==> src/rtl/fb_pkg.sv <==
// Shared types and widths for the framebuffer write path.
//   COORD_W / COLOR_W / PIX_W : pixel field widths (x, y, colour)
//   arb_state_t               : write arbiter states
//   pix_t / make_pix          : packed pixel payload and its constructor
package fb_pkg;

    localparam int unsigned COORD_W = 8;
    localparam int unsigned COLOR_W = 1;
    localparam int unsigned PIX_W   = 2 * COORD_W + COLOR_W;

    typedef enum logic [1:0] {
        ST_IDLE  = 2'd0,
        ST_DRAIN = 2'd1,
        ST_CLEAR = 2'd2
    } arb_state_t;

    typedef struct packed {
        logic [COORD_W-1:0] x;
        logic [COORD_W-1:0] y;
        logic [COLOR_W-1:0] color;
    } pix_t;

    function automatic pix_t make_pix(input logic [COORD_W-1:0] x,
                                      input logic [COORD_W-1:0] y,
                                      input logic [COLOR_W-1:0] color);
        pix_t p;
        p.x     = x;
        p.y     = y;
        p.color = color;
        return p;
    endfunction

endpackage

==> src/rtl/pix_fifo.sv <==
// Synchronous FIFO for buffered pixel writes.
//   clk, rst_n     : clock, async active-low reset (flushes pointers/count)
//   push, wdata    : write request and data; caller must not push when full
//                    unless popping in the same cycle
//   pop            : removes the head entry; caller must not pop when empty
//   head_c         : current head entry (valid when !empty_c)
//   full_c,empty_c : occupancy flags
//   count          : number of stored entries
module pix_fifo #(
    parameter int unsigned DEPTH = 4,
    parameter int unsigned WIDTH = 17
) (
    input  logic                       clk,
    input  logic                       rst_n,
    input  logic                       push,
    input  logic [WIDTH-1:0]           wdata,
    input  logic                       pop,
    output logic [WIDTH-1:0]           head_c,
    output logic                       full_c,
    output logic                       empty_c,
    output logic [$clog2(DEPTH+1)-1:0] count
);

    localparam int unsigned PTR_W = $clog2(DEPTH);
    localparam int unsigned CNT_W = $clog2(DEPTH + 1);

    logic [WIDTH-1:0] mem [DEPTH];
    logic [PTR_W-1:0] wptr;
    logic [PTR_W-1:0] rptr;

    assign head_c  = mem[rptr];
    assign full_c  = (count == CNT_W'(DEPTH));
    assign empty_c = (count == CNT_W'(0));

    // Storage array: no reset needed, validity is tracked by count.
    always_ff @(posedge clk) begin
        if (push) begin
            mem[wptr] <= wdata;
        end
    end

    // Pointers wrap naturally because DEPTH is a power of two.
    always_ff @(posedge clk or negedge rst_n) begin
        if (!rst_n) begin
            wptr  <= '0;
            rptr  <= '0;
            count <= '0;
        end else begin
            if (push) begin
                wptr <= wptr + PTR_W'(1);
            end
            if (pop) begin
                rptr <= rptr + PTR_W'(1);
            end
            if (push && !pop) begin
                count <= count + CNT_W'(1);
            end else if (pop && !push) begin
                count <= count - CNT_W'(1);
            end
        end
    end

endmodule

==> src/rtl/fb_write_arbiter.sv <==
// Arbitrates draw_engine pixel writes and a full-screen clear sweep onto the
// single framebuffer write port (valid/ready, stall tolerant).
//   clk, rst_n                          : clock, async active-low reset
//   pix_valid/pix_x/pix_y/pix_color     : pixel write request
//   pix_ready                           : pixel accepted this cycle when high
//   clear_req                           : rising edge schedules a clear sweep
//   ovf_clr                             : clears the sticky overflow flag
//   fb_we/fb_x/fb_y/fb_data, fb_ready   : framebuffer write port
//   stall                               : hold off new shape/spray starts
//   clear_busy / clear_done             : clear pending-or-running / end pulse
//   overflow                            : sticky, a pixel was dropped
module fb_write_arbiter
    import fb_pkg::*;
#(
    parameter int unsigned FIFO_DEPTH = 4,
    parameter int unsigned CLR_X_MAX  = 127,
    parameter int unsigned CLR_Y_MAX  = 127
) (
    input  logic               clk,
    input  logic               rst_n,
    input  logic               pix_valid,
    input  logic [COORD_W-1:0] pix_x,
    input  logic [COORD_W-1:0] pix_y,
    input  logic               pix_color,
    output logic               pix_ready,
    input  logic               clear_req,
    input  logic               ovf_clr,
    output logic               fb_we,
    output logic [COORD_W-1:0] fb_x,
    output logic [COORD_W-1:0] fb_y,
    output logic               fb_data,
    input  logic               fb_ready,
    output logic               stall,
    output logic               clear_busy,
    output logic               clear_done,
    output logic               overflow
);

    localparam int unsigned CNT_W = $clog2(FIFO_DEPTH + 1);

    arb_state_t       state_q, state_nxt;
    pix_t             out_q, out_nxt;
    logic             we_nxt;
    logic             done_nxt;
    logic             clr_req_q;

    logic             xfer_c, out_free_c, clr_edge_c, accept_c;
    logic             push_c, pop_c;
    logic [PIX_W-1:0] head_c;
    logic             fifo_full_c, fifo_empty_c;
    logic [CNT_W-1:0] fifo_count;

    pix_fifo #(
        .DEPTH (FIFO_DEPTH),
        .WIDTH (PIX_W)
    ) u_fifo (
        .clk     (clk),
        .rst_n   (rst_n),
        .push    (push_c),
        .wdata   (make_pix(pix_x, pix_y, pix_color)),
        .pop     (pop_c),
        .head_c  (head_c),
        .full_c  (fifo_full_c),
        .empty_c (fifo_empty_c),
        .count   (fifo_count)
    );

    // Handshake and capacity decode.
    assign xfer_c     = fb_we && fb_ready;
    assign out_free_c = !fb_we || xfer_c;
    assign clr_edge_c = clear_req && !clr_req_q;
    assign pix_ready  = (state_q == ST_IDLE) && !(fifo_full_c && fb_we && !xfer_c);
    assign accept_c   = pix_valid && pix_ready;
    // Bypass the FIFO when it is empty and the output register can load now.
    assign push_c     = accept_c && !(fifo_empty_c && out_free_c);
    assign pop_c      = (state_q != ST_CLEAR) && out_free_c && !fifo_empty_c;
    assign stall      = clear_busy || (fifo_count >= CNT_W'(FIFO_DEPTH - 1));

    assign fb_x    = out_q.x;
    assign fb_y    = out_q.y;
    assign fb_data = out_q.color;

    // Next state and next output register contents.
    always_comb begin
        state_nxt = state_q;
        we_nxt    = fb_we;
        out_nxt   = out_q;
        done_nxt  = 1'b0;
        case (state_q)
            ST_IDLE, ST_DRAIN: begin
                if (out_free_c) begin
                    if (!fifo_empty_c) begin
                        we_nxt  = 1'b1;
                        out_nxt = pix_t'(head_c);
                    end else if (accept_c) begin
                        we_nxt  = 1'b1;
                        out_nxt = make_pix(pix_x, pix_y, pix_color);
                    end else begin
                        we_nxt  = 1'b0;
                    end
                end
                if (state_q == ST_IDLE) begin
                    if (clr_edge_c) begin
                        state_nxt = ST_DRAIN;
                    end
                end else if (fifo_empty_c && out_free_c) begin
                    // All pixels written: start the sweep at (0,0).
                    state_nxt = ST_CLEAR;
                    we_nxt    = 1'b1;
                    out_nxt   = make_pix(COORD_W'(0), COORD_W'(0), COLOR_W'(0));
                end
            end
            ST_CLEAR: begin
                if (xfer_c) begin
                    if (out_q.x == COORD_W'(CLR_X_MAX) && out_q.y == COORD_W'(CLR_Y_MAX)) begin
                        state_nxt = ST_IDLE;
                        we_nxt    = 1'b0;
                        done_nxt  = 1'b1;
                    end else if (out_q.x < COORD_W'(CLR_X_MAX)) begin
                        out_nxt.x = out_q.x + COORD_W'(1);
                    end else begin
                        out_nxt.x = COORD_W'(0);
                        out_nxt.y = out_q.y + COORD_W'(1);
                    end
                end
            end
            default: begin
                state_nxt = ST_IDLE;
                we_nxt    = 1'b0;
            end
        endcase
    end

    // State, output register and flags.
    always_ff @(posedge clk or negedge rst_n) begin
        if (!rst_n) begin
            state_q    <= ST_IDLE;
            fb_we      <= 1'b0;
            out_q      <= '0;
            clear_done <= 1'b0;
            clear_busy <= 1'b0;
            overflow   <= 1'b0;
            clr_req_q  <= 1'b0;
        end else begin
            state_q    <= state_nxt;
            fb_we      <= we_nxt;
            out_q      <= out_nxt;
            clear_done <= done_nxt;
            clear_busy <= (state_nxt != ST_IDLE);
            clr_req_q  <= clear_req;
            if (ovf_clr) begin
                overflow <= 1'b0;
            end else if (pix_valid && !pix_ready) begin
                overflow <= 1'b1;
            end
        end
    end

endmodule

==> config.mk <==
export PLATFORM = sky130hd
export DESIGN_NAME = fb_write_arbiter
export DESIGN_NICKNAME = d
export VERILOG_FILES = /design/src/rtl/fb_pkg.sv /design/src/rtl/pix_fifo.sv /design/src/rtl/fb_write_arbiter.sv
export SDC_FILE = /design/constraint.sdc
export NUM_CORES = 1
export LEC_CHECK = 0
export ABC_AREA = 1
export BUFFER_PORTS_ARGS = -buffer_cell sky130_fd_sc_hd__buf_2
export CAP_MARGIN = 20
export CORE_MARGIN = 1.5
export CORE_UTILIZATION = 45
export DETAILED_ROUTE_END_ITERATION = 6
export PLACE_DENSITY_LB_ADDON = 0.15
export SYNTH_ARGS = -nofsm -noshare
export SYNTH_HDL_FRONTEND = slang
export SYNTH_SLANG_ARGS = --single-unit
export TNS_END_PERCENT = 100
==> constraint.sdc <==
create_clock -name clk -period 3.2 [get_ports clk]
set_input_delay 0.48 -clock clk [delete_from_list [all_inputs] [get_ports clk]]
set_output_delay 0.48 -clock clk [all_outputs]
set_load 0.05 [all_outputs]
==> impl_summary.txt, run 1 <==
----------------------------------------------------
[Critical path]
  Maximum cell stage delay along the critical path ... 0.48 ns
  R2R Setup Slk ... slightly below 0.8 ns
  Most numerous cell on the critical path ... sky130_fd_sc_hd__nor2_4
  Class of the most critical setup path ... reg -> reg
  Crit-path cells ... nor2_4 > nand3_1 > nor2_4 > ha_1 > inv_1 > fa_1 > a21oi_1 > o21ai_0 > xor2_1
  Highest-delay cell along the critical path ... sky130_fd_sc_hd__dfrtp_1
  Buffer and inverter count on the worst path ... 1
  Worst path arrival time ... around 2.7 ns
  Worst Setup Start Kind ... flop
  Required arrival time at the worst endpoint ... roughly 3.4 ns
  Family with the most delay on the worst path ... simple AND/OR/NAND/NOR gates
  Critical Path End Type ... flop
  Peak fanout along the critical path ... 19

[Clock network]
  TritonCTS Buffers ... 9
  CTS Root Cell ... sky130_fd_sc_hd__clkbuf_16
  Number of buffers inserted by post-CTS setup repair ... 0
  Number of clock sinks ... around 100
  H-Tree Level Count ... 3
  Resized cells post-CTS ... 0
  Clock-pin slew reported for the worst setup and hold paths after clock tree synthesis ... about 0.070 ns
  TritonCTS clock tree ... built
  Number of hold buffers added after cts ... 0
  Clock Tree Buf Depth ... 2
  Clock latency reported for the late side of the worst-skew pair ... roughly 0.36 ns

[STA]
  Transition time at the pin with the least slew margin ... approximately 0.94 ns
  Post-Route Setup TNS ... 0 ns
  Max-slew violation total from the final report ... 0
  Worst max-slew margin expressed relative to the limit ... 37.15%
  Clock period minus worst slack ... about 2.4 ns
  Period utilization ... 75.68%
  Unrepaired setup endpoints after global routing ... no
  Upper clock frequency limit ... slightly above 400 MHz
  Final hold vios ... 0
  Worst Skew ... approximately 0.0053 ns
  Final setup violation count ... 0

[Hold path]
  Hold WC Path Type ... in -> async

[Run]
  MaxCap Viol Count ... 0

[Routing]
  Remaining design rule violation count ... 0
  Number of routed nets with antenna violations ... 0
  Avg WL per Cell ... about 15 um
  Routed vias ... between 4000 and 5000
  Number of detailed-routing iterations run before antenna repair ... 5
  Vias per cell ... approximately 5.2
  Drt initial violations ... just under 300
  Final routed wirelength across all metal layers ... around 12000 um

[Die]
  Core region area ... between 10000 and 15000 um2
  Die width ... around 110 um
  Ports placed on the boundary ... 46
  Starting Density ... between 40% and 50%
  Number of standard-cell rows in the floorplan ... 39
  Die ar. ... between 10000 and 15000 um2
  Die boundary height ... 110.8 um

[Layout]
  Fillers ... about 1100
  Layout Utilization ... between 50 and 60%
  Design Area, Final ... just under 6000 um2
  Layout cells sized above 1 ... between 10% and 20%
  Non-filler cells in the finished layout ... just under 800
  Net total in the final layout ... approximately 660
  Ant. Diodes ... 0
  Area growth from synthesis to layout ... 12.02%

[Synthesis]
  Number of distinct library cells after synthesis ... 36
  Seq cells post-synth ... approximately 100
  Synth area leader ... sky130_fd_sc_hd__edfxtp_1
  Synth warn ... 0
  Dominant cells by area after synthesis ... sky130_fd_sc_hd__edfxtp_1 (39%), sky130_fd_sc_hd__dfrtp_1 (15%), sky130_fd_sc_hd__nor2_1 (8.6%), sky130_fd_sc_hd__nand2_1 (7.1%), sky130_fd_sc_hd__a21oi_1 (4.4%)
  Count of flip-flops with a built-in enable after synthesis ... 68
  Primary FF master, synth ... sky130_fd_sc_hd__edfxtp_1
  Synthesized cell area ... roughly 5200 um2
  Synth Instances ... 587
  Post-synthesis sequential area ratio ... around 54%
  Portion of synthesized cell area occupied by the leading cell type ... about two fifths
  Synthesized Nets ... roughly 620
  Synth Area per Inst ... 8.905 um2
  Proportion of register bits with asynchronous set or reset after synthesis ... 31.31%

[Global route]
  Total global-route track usage ... approximately a fifth
  Vias in the first global route ... about 3900
  Grt total ovfl ... 0
  Antenna violations before repair ... 0
  Maximum number of pins on one net before global-route repair ... 37
  Wire length of the first global-routing pass ... roughly 19000 um

[Placed design]
  Placed wire-length estimate ... 8214 um
  Routability congestion estimate from global placement ... 0.8806
  Placed inst area ... approximately 5600 um2
  Buffers added on ports ... 45
  Total instance count after detailed placement ... ~760

[Power]
  Flop pwr share ... between 30% and 40%
  Power Total ... 0.005861 W
  Static leakage ... 2.500 nW
  Power per unit of standard cell area ... between 1000 and 1500 nW/um2
  Switching power total ... ~0.0027 W
  Switching part of the total ... 46.85%
  Peak supply drop ... 568.7 uV
  Clock network fraction of total power ... between 10% and 20%
  Relative contribution of combinational cells to total power ... 48.3%
  Total internal power ... 0.003115 W

[Status]
  Outcome ... finished clean

----------------------------------------------------
## final timing paths
check	from	cells past startpoint	to
worst max-delay path	state_q[0]	9	u_fifo.count[2]
worst min-delay path	rst_n	1	fb_x[0]
worst max register to register	state_q[0]	9	u_fifo.count[2]
worst min register to register	overflow	2	overflow
max in group asynchronous	rst_n	1	u_fifo.count[1]
min in group clk	clear_req	1	clr_req_q
## logic make-up (layout without fill, tap and decap cells)
kind of cell	Yosys count	after routing	synth area share, %
and+or+nand+nor	290	290	25.63
DFF	99	99	53.90
AOI/OAI and AO/OA	98	98	10.24
buffers and inverters	85	130	6.941
adders and majority gates	8	8	2.058
xor gates and xnor gates	6	6	1.005
muxes	1	1	0.2154
## metrics by stage
stage                     setup WS (ns)  hold slack, ns
after floorplan                  0.7068          0.1844
after global placement           0.7250          0.5168
after detailed placement         0.6744          0.4930
after CTS                        0.8049          0.2076
after global routing             0.5635          0.2371
final                            0.7781          0.1741
## worst register-to-register path, delay by kind of cell, from the launching register on
kind / cells / cell delay (ns)
and+or+nand+nor: 3 / 0.79
adders and majority gates: 2 / 0.56
DFF: 1 / 0.48
AOI/OAI and AO/OA: 2 / 0.26
xor gates and xnor gates: 1 / 0.16
buffers and inverters: 1 / 0.07
## registers in the layout, summed over array words and instances (netlist names)
signal and count:
u_fifo.mem 68, fb_y 8, fb_we 1, clear_busy 1, u_fifo.wptr 2, clr_req_q 1
fb_data 1, overflow 1, u_fifo.count 3, state_q 2, fb_x 8, u_fifo.rptr 2
clear_done 1
## power groups by stage
stage | clock network (W) | registers (W) | logic (W)
floorplan | 0 | 0.00233 | 0.00182
global route | 0.00116 | 0.00198 | 0.00316
CTS | 0.00111 | 0.00194 | 0.00285
detailed placement | 0 | 0.00197 | 0.00284
global placement | 0 | 0.00195 | 0.00282
finish | 0.00109 | 0.00194 | 0.00283
## placed cells by master (no fill, tap or decap), types with 5 or more instances in the layout
cell type,synthesis,final
sky130_fd_sc_hd__nor3_1,5,5
sky130_fd_sc_hd__o21ai_0,38,38
sky130_fd_sc_hd__a21oi_2,10,10
sky130_fd_sc_hd__nor2_1,120,120
sky130_fd_sc_hd__nand2_1,99,99
sky130_fd_sc_hd__inv_1,54,54
sky130_fd_sc_hd__ha_1,7,7
sky130_fd_sc_hd__xor2_1,5,5
sky130_fd_sc_hd__edfxtp_1,68,68
sky130_fd_sc_hd__dfrtp_1,31,31
sky130_fd_sc_hd__a21oi_1,46,46
sky130_fd_sc_hd__nand3_1,25,25
sky130_fd_sc_hd__buf_4,3,8
sky130_fd_sc_hd__inv_2,6,6
sky130_fd_sc_hd__clkbuf_16,0,9
sky130_fd_sc_hd__nor2_4,5,5
sky130_fd_sc_hd__nand4_1,17,17
sky130_fd_sc_hd__buf_2,13,45
## cells in the mapped netlist (2+ instances only)
| cell type | number |
|---|---|
| sky130_fd_sc_hd__nand2_2 | 4 |
| sky130_fd_sc_hd__a21oi_2 | 10 |
| sky130_fd_sc_hd__nor2_2 | 2 |
| sky130_fd_sc_hd__inv_2 | 6 |
| sky130_fd_sc_hd__clkbuf_1 | 4 |
| sky130_fd_sc_hd__nand3_2 | 3 |
| sky130_fd_sc_hd__nor3_1 | 5 |
| sky130_fd_sc_hd__buf_4 | 3 |
| sky130_fd_sc_hd__o21ai_1 | 2 |
| sky130_fd_sc_hd__nor2_4 | 5 |
| sky130_fd_sc_hd__nor3_2 | 3 |
| sky130_fd_sc_hd__clkbuf_2 | 2 |
| sky130_fd_sc_hd__nand4_1 | 17 |
| sky130_fd_sc_hd__nor2_1 | 120 |
| sky130_fd_sc_hd__ha_1 | 7 |
| sky130_fd_sc_hd__inv_1 | 54 |
| sky130_fd_sc_hd__nand3_1 | 25 |
| sky130_fd_sc_hd__nand3_4 | 4 |
| sky130_fd_sc_hd__edfxtp_1 | 68 |
| sky130_fd_sc_hd__buf_2 | 13 |
| sky130_fd_sc_hd__o21ai_0 | 38 |
| sky130_fd_sc_hd__a21oi_1 | 46 |
| sky130_fd_sc_hd__nand2_1 | 99 |
| sky130_fd_sc_hd__xor2_1 | 5 |
| sky130_fd_sc_hd__dfrtp_1 | 31 |
## layout make-up
class | instances | area (um2) | share of cell area, %
Timing Repair Buffer | 53 | 285.3 | 4.872
Multi-Input combinational cell | 403 | 2047 | 34.96
Sequential cell | 99 | 2818 | 48.12
Clock buffer | 10 | 229.0 | 3.910
Inverter | 61 | 231.5 | 3.953
Tap cell | 143 | 178.9 | 3.056
Clock inverter | 6 | 66.31 | 1.132
## metal layers
layer	routed length (um)	global-route usage, %	up-vias	part of all wire (%)
met3	560	6.397	10	4.8
met5	0	0	-	0
met1	5130	25.29	1912	44
met2	5881	34.24	90	50
met4	152	4.957	0	1.3
li1	-	-	2017	-
No activity file was read; power rests on OpenSTA's default activity.
==> inputs of run 2 (changes only) <==
Clock period 3.2 ns to 2.5 ns, I/O delays scaled along.
==> run 2 against run 1 <==
  * Die area did not move
  * Highest routed layer unchanged
  * Power rose by 27%
  * Maximum frequency rose by 16%
  * Critical path depth did not move
  * Register-to-register slack got worse by 0.36 ns
  * Routed wire length fell by 0.72%
  * Combinational power rose by 30%
==> impl_summary.txt, run 2 (same netlist as run 1, synthesis figures left out) <==
----------------------------------------------------
[Global route]
  Antenna violations before repair ... 0
  Grt total ovfl ... 0
  Vias in the first global route ... roughly 3900
  Total global-route track usage ... between 10% and 20%
  Maximum number of pins on one net before global-route repair ... 37
  Wire length of the first global-routing pass ... around 19000 um

[Clock network]
  Clock-pin slew reported for the worst setup and hold paths after clock tree synthesis ... 0.07 ns
  H-Tree Level Count ... 3
  Number of hold buffers added after cts ... 0
  Resized cells post-CTS ... 0
  TritonCTS clock tree ... built
  Number of buffers inserted by post-CTS setup repair ... 0
  CTS Root Cell ... sky130_fd_sc_hd__clkbuf_16
  Number of clock sinks ... just under 100
  Clock Tree Buf Depth ... 2
  TritonCTS Buffers ... 9
  Clock latency reported for the late side of the worst-skew pair ... about 0.35 ns

[Routing]
  Final routed wirelength across all metal layers ... roughly 12000 um
  Remaining design rule violation count ... 0
  Number of detailed-routing iterations run before antenna repair ... 5
  Number of routed nets with antenna violations ... 0
  Avg WL per Cell ... about 15 um
  Vias per cell ... between 5 and 6
  Drt initial violations ... 274
  Routed vias ... 4117

[STA]
  Upper clock frequency limit ... ~480 MHz
  Period utilization ... 83.28%
  Worst Skew ... between 0.008 and 0.009 ns
  Final hold vios ... 0
  Final setup violation count ... 0
  Worst max-slew margin expressed relative to the limit ... around half
  Unrepaired setup endpoints after global routing ... no
  Clock period minus worst slack ... about 2.1 ns
  Max-slew violation total from the final report ... 0
  Transition time at the pin with the least slew margin ... around 0.76 ns
  Post-Route Setup TNS ... 0 ns

[Hold path]
  Hold WC Path Type ... in -> async

[Layout]
  Net total in the final layout ... approximately 670
  Area growth from synthesis to layout ... 12.45%
  Layout cells sized above 1 ... between 15 and 20%
  Largest reg by FF count ... u_fifo.mem
  Ant. Diodes ... 0
  Max reg flops ... 68
  Layout Utilization ... 51.70%
  Non-filler cells in the finished layout ... between 700 and 800
  Highest-count cells in the layout ignoring fill and taps ... sky130_fd_sc_hd__nor2_1 (120), sky130_fd_sc_hd__nand2_1 (99), sky130_fd_sc_hd__edfxtp_1 (68), sky130_fd_sc_hd__inv_1 (54), sky130_fd_sc_hd__a21oi_1 (46)
  Most common cell after layout, fill and taps aside ... sky130_fd_sc_hd__nor2_1

[Critical path]
  Worst path arrival time ... between 2 and 2.5 ns
  Required arrival time at the worst endpoint ... roughly 2.7 ns
  Worst Setup Start Kind ... flop
  Critical Path End Type ... flop
  Peak fanout along the critical path ... 5
  Class of the most critical setup path ... reg -> reg

[Die]
  Ports placed on the boundary ... between 40 and 50
  Die boundary height ... about 110 um
  Starting Density ... 45.98%
  Number of standard-cell rows in the floorplan ... 39
  Core region area ... 11370 um2
  Die width ... 110.8 um
  Die ar. ... about 12000 um2

[Placed design]
  Placed wire-length estimate ... 8156 um
  Total instance count after detailed placement ... between 700 and 800
  Routability congestion estimate from global placement ... around 0.87
  Buffers added on ports ... 45

[Power]
  Power per unit of standard cell area ... roughly 1300 nW/um2
  Peak supply drop ... roughly 690 uV
  Power Total ... between 0.007 and 0.008 W
  Static leakage ... between 2 and 3 nW

[Status]
  Outcome ... finished clean

[Run]
  MaxCap Viol Count ... 0

----------------------------------------------------
-- run 2: final timing paths --
check,from,to,slack [ns],depth (start not counted)
max in group asynchronous,rst_n,u_fifo.rptr[1],1.92,1
max,state_q[0],u_fifo.count[2],0.42,9
min in group clk,clear_req,clr_req_q,0.15,1
min reg2reg,overflow,overflow,0.50,2
max reg2reg,state_q[0],u_fifo.count[2],0.42,9
min,rst_n,fb_x[0],0.08,1
-- run 2: routing by layer --
layer	vias up	track usage, %	routed length [um]
met2	98	33.37	5782
met3	24	3.116	496
met1	1963	25.55	5050
met4	0	9.316	310
li1	2032	-	-
met5	-	0	0
-- run 2: layout make-up --
class                           count  area, um2
Tap cell                          143      178.9
Timing Repair Buffer               60      337.8
Multi-Input combinational cell    403       2047
Inverter                           61      231.5
Clock inverter                      5      36.28
Clock buffer                       10      229.0
Fill cell                        1057       5492
Sequential cell                    99       2818
-- run 2: per-stage QoR --
stage,setup WS (ns),hold WS [ns],cell area (um2)
after floorplan,0.006786,0.07941,5228
after global placement,0.4416,0.4827,5613
after detailed placement,0.4088,0.4994,5613
after CTS,0.4101,0.1202,5878
after global routing,0.2464,0.1420,5878
final,0.4180,0.07812,5878
-- run 2: critical path: stages, from the launching register on --
cell,delay [ns]
sky130_fd_sc_hd__dfrtp_1,0.48
sky130_fd_sc_hd__nor2_4,0.15
sky130_fd_sc_hd__nand3_1,0.14
sky130_fd_sc_hd__nor2_4,0.16
sky130_fd_sc_hd__ha_1,0.17
sky130_fd_sc_hd__inv_1,0.06
sky130_fd_sc_hd__fa_1,0.38
sky130_fd_sc_hd__a21oi_1,0.14
sky130_fd_sc_hd__o21ai_0,0.12
sky130_fd_sc_hd__xor2_1,0.16
-- run 2: where the power goes --
| part | switching (W) | internal (W) |
|---|---|---|
| clock | 0.000609 | 0.000676 |
| sequential | 0.000346 | 0.00213 |
| combinational | 0.00254 | 0.00113 |
